==> src/rtl/transmitor.sv <==
// PN source -> Hamming(7,4) encoder -> serial channel with optional single-bit error -> syndrome decoder.
// Decoded bits appear on decoder_out two frames after capture; IsTransmit=0 freezes every register.
module transmitor #(
  parameter logic [6:0] LFSR_SEED = 7'h7F,
  parameter int         ERR_START = 1
) (
  input  logic sys_clk,
  input  logic reset,
  input  logic init_tab,
  input  logic has_error,
  input  logic IsTransmit,
  output logic decoder_out
);

  logic [2:0] fc;
  logic [6:0] lfsr;
  logic [3:0] data;
  logic [2:0] err_pos;
  logic [6:0] tx;
  logic [5:0] rx;
  logic [3:0] dout_word;
  logic [6:0] tab [8];

  logic       tab_load;
  logic [6:0] cw;
  logic [6:0] err_mask;
  logic       chan_bit;
  logic [6:0] rx_word;
  logic [2:0] syn;
  logic [6:0] corr;
  logic [3:0] dec;

  assign tab_load = reset | init_tab;

  // Bit index i holds codeword position i+1: p1,p2,d1,p4,d2,d3,d4
  assign cw[0] = data[0] ^ data[1] ^ data[3];
  assign cw[1] = data[0] ^ data[2] ^ data[3];
  assign cw[2] = data[0];
  assign cw[3] = data[1] ^ data[2] ^ data[3];
  assign cw[4] = data[1];
  assign cw[5] = data[2];
  assign cw[6] = data[3];

  assign err_mask = has_error ? 7'(7'b1 << (err_pos - 3'd1)) : 7'b0;

  assign chan_bit = tx[fc];
  assign rx_word  = {chan_bit, rx};

  assign syn[0] = rx_word[0] ^ rx_word[2] ^ rx_word[4] ^ rx_word[6];
  assign syn[1] = rx_word[1] ^ rx_word[2] ^ rx_word[5] ^ rx_word[6];
  assign syn[2] = rx_word[3] ^ rx_word[4] ^ rx_word[5] ^ rx_word[6];

  assign corr = rx_word ^ tab[syn];
  assign dec  = {corr[6], corr[5], corr[4], corr[2]};

  // Table is level-loaded while reset or init_tab is high, otherwise retained
  always_ff @(posedge sys_clk or posedge tab_load) begin
    if (tab_load) begin
      tab[0] <= 7'b0;
      for (int i = 1; i < 8; i++) begin
        tab[i] <= 7'(7'b1 << (i - 1));
      end
    end else begin
      for (int i = 0; i < 8; i++) begin
        tab[i] <= tab[i];
      end
    end
  end

  always_ff @(posedge sys_clk or posedge reset) begin
    if (reset) begin
      fc          <= 3'd0;
      lfsr        <= LFSR_SEED;
      data        <= 4'b0;
      err_pos     <= 3'(ERR_START);
      tx          <= 7'b0;
      rx          <= 6'b0;
      dout_word   <= 4'b0;
      decoder_out <= 1'b0;
    end else if (IsTransmit) begin
      fc <= (fc == 3'd6) ? 3'd0 : fc + 3'd1;

      if (fc <= 3'd3) begin
        data[fc[1:0]] <= lfsr[6];
        lfsr          <= {lfsr[5:0], lfsr[6] ^ lfsr[5]};
      end

      if (fc != 3'd6) begin
        rx[fc] <= chan_bit;
      end

      // Frame boundary: latch next codeword, decode received one, start serial output
      if (fc == 3'd6) begin
        tx          <= cw ^ err_mask;
        if (has_error) begin
          err_pos <= (err_pos == 3'd7) ? 3'd1 : err_pos + 3'd1;
        end
        dout_word   <= dec;
        decoder_out <= dec[0];
      end else if (fc <= 3'd2) begin
        decoder_out <= dout_word[fc[1:0] + 2'd1];
      end else begin
        decoder_out <= 1'b0;
      end
    end
  end

endmodule

==> config.mk <==
export PLATFORM = sky130hd
export DESIGN_NAME = transmitor
export DESIGN_NICKNAME = d
export VERILOG_FILES = /design/src/rtl/transmitor.sv
export SDC_FILE = /design/constraint.sdc
export NUM_CORES = 1
export LEC_CHECK = 0
export BUFFER_PORTS_ARGS = -buffer_cell sky130_fd_sc_hd__buf_4
export CORE_UTILIZATION = 55
export CTS_CLUSTER_DIAMETER = 80
export CTS_CLUSTER_SIZE = 20
export DETAILED_ROUTE_END_ITERATION = 8
export GPL_TIMING_DRIVEN = 0
export PLACE_DENSITY = 0.81
export SETUP_SLACK_MARGIN = 0.5
export SKIP_CTS_REPAIR_TIMING = 1
export SLEW_MARGIN = 20
export SYNTH_ARGS = -nofsm -noshare
export SYNTH_HDL_FRONTEND = slang
export SYNTH_SLANG_ARGS = --single-unit
==> constraint.sdc <==
create_clock -name sys_clk -period 2.11 [get_ports sys_clk]
set_input_delay 0.211 -clock sys_clk [delete_from_list [all_inputs] [get_ports sys_clk]]
set_output_delay 0.211 -clock sys_clk [all_outputs]
set_load 0.005 [all_outputs]
==> results of run 1 <==
-- final cells by class --
cell class	instances	area, µm²	share of cell area, %
multi-input cells	190	1540	52.1
flip-flops and latches	35	887	30.1
clock buffers	5	68.8	2.33
clock inverters	3	67.6	2.29
repair buffers	21	161	5.47
well taps	50	62.6	2.12
inverters	6	30.0	1.02
plain buffers	16	135	4.58
-- how the worst max path moves through the flow --
stage / startpoint / end / slack, ns / cells after the start
global route: fc[1] / dout_word[0] / -0.08 / 6
finish: fc[1] / dout_word[0] / -0.03 / 6
floorplan: fc[1] / dout_word[1] / 0.17 / 8
global placement: fc[1] / dout_word[0] / 0.03 / 6
detailed placement: fc[1] / dout_word[2] / 0.008 / 8
CTS: fc[1] / dout_word[2] / -0.02 / 8
-- power groups by stage --
stage          clock (mW)  sequential (mW)  combinational, mW
3_5_place_dp            0             1.03               1.99
6_report            0.733             1.04               2.66
5_1_grt             0.765             1.05               2.86
4_1_cts             0.730             1.02               2.02
2_1_floorplan           0            0.984               1.65
3_3_place_gp            0             1.02               1.92
-- cell families (layout without fill, tap and decap cells) --
family,after synthesis,in the layout,share of synthesized area [%]
AO/OA/AOI/OAI,39,39,10.6
XOR/XNOR,23,23,10.0
adder cells (fa/ha/maj),12,12,6.34
buffers and inverters,22,51,4.81
flip-flops,35,35,37.4
multiplexers,26,26,12.7
AND/OR/NAND/NOR,90,90,18.1
-- state kept, by name (all words and copies together) (netlist names) --
signal       flops
rx               6
fc               3
data             4
tx               7
err_pos          3
dout_word        4
lfsr             7
decoder_out      1
-- layer usage --
layer	part of all wire, %	vias to the layer above
met5	0	-
met4	1.3	0
met3	3.5	8
met2	52	49
met1	43	984
li1	-	913
-- per-stage QoR --
step / setup slack, ns / cell area, µm²
4_1_cts: -0.0154 / 2630
5_1_grt: -0.0831 / 2950
2_1_floorplan: 0.166 / 2400
3_5_place_dp: 0.00799 / 2500
6_report: -0.0342 / 2950
3_3_place_gp: 0.0329 / 2500
-- placed cells by master, fill, tap and decap left out, types with 5 or more instances in the layout --
master / netlist / final
xnor2_1: 10 / 9
ha_1: 12 / 7
mux2i_1: 11 / 9
clkbuf_8: 0 / 5
a21oi_1: 10 / 8
nand2_1: 43 / 38
xor2_1: 10 / 10
buf_6: 1 / 6
dfrtp_1: 27 / 26
nor2_1: 8 / 8
o21ai_1: 11 / 9
mux2_4: 0 / 5
dfstp_2: 8 / 8
nand2b_1: 5 / 5
nor3_1: 8 / 6
buf_4: 2 / 22
==> run metrics, run 1 <==
status=finished with violations; total CTS buffers=5; Vias=1954; Final GP Congestion=around 0.85; CP peak stage delay=~0.57 ns; syn nets=264; Synth area leader=dfrtp_1; Cell variety after synth=45; root buffer cell=clkbuf_8; Filler cells=around 250; CTS clk-pin slew, worst paths=0.08 ns; die height=67.6 µm; Initial Utilization=around three fifths; htree depth=2; Slowest-stage cell, CP=mux4_2; Switch Pwr=approximately 1.8 mW; met2 usage in global routing=between 30% and 40%; power density over the cells=roughly 1500 nW/µm²; Pre-antenna DRT Iters=4; GR met3 Demand/Resource=~5%; Die Area=4570 µm²; worst path buffer plus inverter count=1; Seq/Total Area, Yosys=between 30% and 40%; area growth from synthesis to layout=24.6%; Gate power share=between 60% and 70%; Yosys top cell area share=28.5%; reg2reg end=dout_word[0]; GR peak layer=met2; setup ws final=-0.0342 ns; initial antenna violation count=0; Placed Cells=301; met1 GRT Util=31.0%; standby leakage power=about 1.3 nW; Layout Utilization=~73%; CTS tree=built; ys async rst share=100%; total wire length=roughly 5900 µm; Sequential Power Share=23.4%; Most used DFF post-synth=dfrtp_1; reg2reg path depth=6; Worst EP required=2.28 ns; Final nets=292; maximum vdd ir drop=~0.88 mV; Hold/Removal Path Class=input port to asynchronous set/reset pin; All-Layer GR Usage=22.9%; Post-Syn Instances=247; Synth Cell Area=2370 µm²; total power=4.43 mW; row count=23; max-cap violations=0; slew margin rel.=roughly 52%; RSZ-0062 raised after global routing=yes; first-pass GRT wire length=7640 µm; DR WL/cell=18.0 µm; most frequent cell after synthesis=nand2_1; Clock Path Buffers=2; # setup viols final=2; failing checks=setup timing; Max Clk Rate=466 MHz; antenna-violating nets left=0; Synth top cells by count=43 x nand2_1, 27 x dfrtp_1, 12 x ha_1, 11 x mux2i_1, 11 x o21ai_1; CP Launch Type=flop; HPWL Detailed=about 3400 µm; Die Wd=67.6 µm; number of flops mapped to enable cells by yosys=0; synth top area cells=dfrtp_1 29%, dfstp_2 8.9%, nand2_1 6.8%; flop-to-flop setup slack=-0.03 ns; reg2reg start=fc[1]; Int Pwr=2.63 mW; post-route clock period utilization=102%; 1st-iter DRT viols=108; # IOs=6; Syn Area/Cell=9.58 µm²; layout cells sized above 1=35.5%; Synth Register Bits=35; CP delay by family, top=multiplexers; minimum clock period=2.14 ns; Crit. End Element=flop; sw frac=between 40 and 50%; Port-buffer cells=4; Critical Path AT=2.32 ns; crit path cell chain=buf_6 > mux2_1 > mux4_2 > a221o_1 > a21oi_1 > a21oi_1; residual DRC count=0; WHS=between 0.03 and 0.04 ns; worst-margin pin slew=0.725 ns; Core ar.=4060 µm²; Final Slew Violations=0; Final TNS setup=-0.0597 ns; Critical Path Fanout Max=7; Worst Skew=around 0.0045 ns; synth warn=0; Clk network pwr share=~17%; Final Hold Fails=0; Ant. Diodes=0; vias in the first global route=approximately 1600; vias per inst=roughly 6; largest net degree at the start of global routing=36; clk_lat worst skew=0.30 ns; Sink Count=35; non-filler cells, final=326; GR Overflow Total=0; most frequent CP cell=a21oi_1; crit path kind=flop to flop
(Power assumes the default switching activity.)
==> run 2, diff against run 1 <==
--- a/config.mk
+++ b/config.mk
@@ -6,12 +6,13 @@
 export NUM_CORES = 1
 export LEC_CHECK = 0
 export BUFFER_PORTS_ARGS = -buffer_cell sky130_fd_sc_hd__buf_4
-export CORE_UTILIZATION = 55
+export CORE_UTILIZATION = 58
+export CTS_BUF_LIST = sky130_fd_sc_hd__clkbuf_8
 export CTS_CLUSTER_DIAMETER = 80
 export CTS_CLUSTER_SIZE = 20
 export DETAILED_ROUTE_END_ITERATION = 8
 export GPL_TIMING_DRIVEN = 0
-export PLACE_DENSITY = 0.81
+export PLACE_DENSITY = 0.85
 export SETUP_SLACK_MARGIN = 0.5
 export SKIP_CTS_REPAIR_TIMING = 1
 export SLEW_MARGIN = 20
==> run 2 against run 1 <==
Against the previous run:
- the flow still finishes with violations (setup timing)
- count of clock-buffer cells in the layout is 1 higher
- die area is 5.0% lower
- critical path depth is 2 higher
- core utilization is 1.5 points higher
- sequential share of layout area is 1.4 points higher
- clock power is 13% lower
- register-to-register slack worse by 0.05 ns
- sequential cell count stayed put
- non-clock buffer count is 5 lower
- critical path type unchanged
- largest power group unchanged
==> run metrics, run 2 (same netlist as run 1, synthesis figures left out) <==
maximum vdd ir drop=1.13 mV (was 0.883 mV); Ant. Diodes=0 (unchanged); Switch Pwr=1.81 mW (was 1.80 mW); Int Pwr=2.53 mW (was 2.63 mW); reg2reg path depth=8 (was 6); CTS clk-pin slew, worst paths=0.07 ns (was 0.08 ns); most frequent cells in the layout=41 x nand2_1, 27 x dfrtp_1, 16 x buf_4 (was 38 x nand2_1, 26 x dfrtp_1, 22 x buf_4); Worst Skew=0.00806 ns (was 0.00450 ns); Clk network pwr share=14.6% (was 16.6%); DR WL/cell=17.8 µm (was 18.0 µm); crit path kind=flop to flop (unchanged); # setup viols final=2 (unchanged); WHS=0.0446 ns (was 0.0392 ns); CTS tree=built (unchanged); die height=65.9 µm (was 67.6 µm); Vias=1975 (was 1954); row count=22 (was 23); max-cap violations=0 (unchanged); All-Layer GR Usage=25.3% (was 22.9%); Sink Count=35 (unchanged); area growth from synthesis to layout=19.0% (was 24.6%); Port-buffer cells=4 (unchanged); clk_lat worst skew=0.30 ns (about the same); reg2reg start=fc[1] (unchanged); standby leakage power=1.28 nW (was 1.35 nW); worst-margin pin slew=0.726 ns (was 0.725 ns); initial antenna violation count=0 (unchanged); layout cells sized above 1=31.7% (was 35.5%); total wire length=5670 µm (was 5880 µm); Critical Path AT=2.41 ns (was 2.32 ns); CP Launch Type=flop (unchanged); # IOs=6 (unchanged); vias in the first global route=1745 (was 1639); Die Wd=65.9 µm (was 67.6 µm); Final GP Congestion=0.889 (was 0.854); Setup WS pre-CTS=0.0109 ns (was 0.00799 ns); reg2reg end=dout_word[2] (was dout_word[0]); setup ws final=-0.0874 ns (was -0.0342 ns); Crit. End Element=flop (unchanged); Critical Path Fanout Max=7 (unchanged); slew margin rel.=51.6% (about the same); flop-to-flop setup slack=-0.09 ns (was -0.03 ns); Placed Cells=299 (was 301); Filler cells=231 (was 247); Final Slew Violations=0 (unchanged); largest net degree at the start of global routing=36 (unchanged); residual DRC count=0 (unchanged); commonest non-fill, non-tap cell in the layout=nand2_1 (unchanged); Worst EP required=2.33 ns (was 2.28 ns); total CTS buffers=5 (unchanged); non-filler cells, final=319 (was 326); htree depth=2 (unchanged); status=finished with violations (unchanged); RSZ-0062 raised after global routing=yes (unchanged); top flop regs=lfsr: 7 flops, tx: 7 flops, rx: 6 flops (unchanged); first-pass GRT wire length=8200 µm (was 7640 µm); Clock Path Buffers=2 (unchanged); Final Hold Fails=0 (unchanged); Pre-antenna DRT Iters=5 (was 4); Initial Utilization=62.3% (was 58.3%); HPWL Detailed=3200 µm (was 3360 µm); post-route clock period utilization=104% (was 102%); Sequential Power Share=23.9% (was 23.4%); 1st-iter DRT viols=159 (was 108); minimum clock period=2.20 ns (was 2.14 ns); Core ar.=3800 µm² (was 4060 µm²); Gate power share=61.5% (was 60.0%); antenna-violating nets left=0 (unchanged); sw frac=41.7% (was 40.6%); power density over the cells=1540 nW/µm² (was 1500 nW/µm²); Hold/Removal Path Class=input port to asynchronous set/reset pin (unchanged); failing checks=setup timing (unchanged); root buffer cell=clkbuf_8 (unchanged); Final nets=287 (was 292); Die Area=4340 µm² (was 4570 µm²); Max Clk Rate=455 MHz (was 466 MHz); Final TNS setup=-0.0919 ns (was -0.0597 ns); GR Overflow Total=0 (unchanged); vias per inst=6.19 (was 5.99)
-- run 2: worst max path at each step --
stage / startpoint / depth (start not counted) / endpoint / slack (ns)
4_1_cts: fc[1] / 6 / dout_word[0] / -0.07
3_5_place_dp: fc[1] / 6 / dout_word[0] / 0.01
5_1_grt: fc[1] / 8 / dout_word[2] / -0.11
3_3_place_gp: fc[1] / 6 / dout_word[0] / 0.03
2_1_floorplan: fc[1] / 8 / dout_word[1] / 0.17
6_report: fc[1] / 8 / dout_word[2] / -0.09
-- run 2: layer usage --
layer	wire, µm	track usage (%)	share of wire (%)	vias up
met5	0	0	0	-
li1	-	-	-	903
met4	195	7.34	3.4	0
met3	464	5.69	8.2	27
met1	2240	32.7	40	940
met2	2760	42.2	49	105
-- run 2: layout make-up --
class	count	area, µm²	area share (%)
Multi-Input combinational cell	190	1490	52.7
Sequential cell	35	886	31.4
Timing Repair Buffer	16	124	4.40
Buffer	16	120	4.26
Clock buffer	6	82.6	2.93
Tap cell	48	60.1	2.13
Clock inverter	2	35.0	1.24
Inverter	6	25.0	0.888
-- run 2: power by group through the flow --
stage,clock (mW),combinational (mW),sequential [mW]
after floorplan,0,1.65,0.984
after global placement,0,1.90,1.02
after detailed placement,0,1.97,1.03
after CTS,0.642,2.01,1.01
after global routing,0.664,2.89,1.06
final,0.637,2.67,1.04
-- run 2: through the flow --
stage               utilization (%)  area (µm²)  power (mW)
CTS                            68.8        2610        3.66
floorplan                         -        2400        2.63
detailed placement             65.7        2490        3.00
finish                         74.2        2820        4.35
global placement               65.7        2490        2.92
global route                   74.2        2820        4.61
-- run 2: critical path: stages, from the launching register on --
cell     delay, ns
dfrtp_1       0.39
buf_6         0.14
buf_8         0.14
mux2i_1       0.12
mux4_2        0.50
buf_8         0.17
mux2i_1       0.31
nor3_1        0.12
o31ai_2       0.22
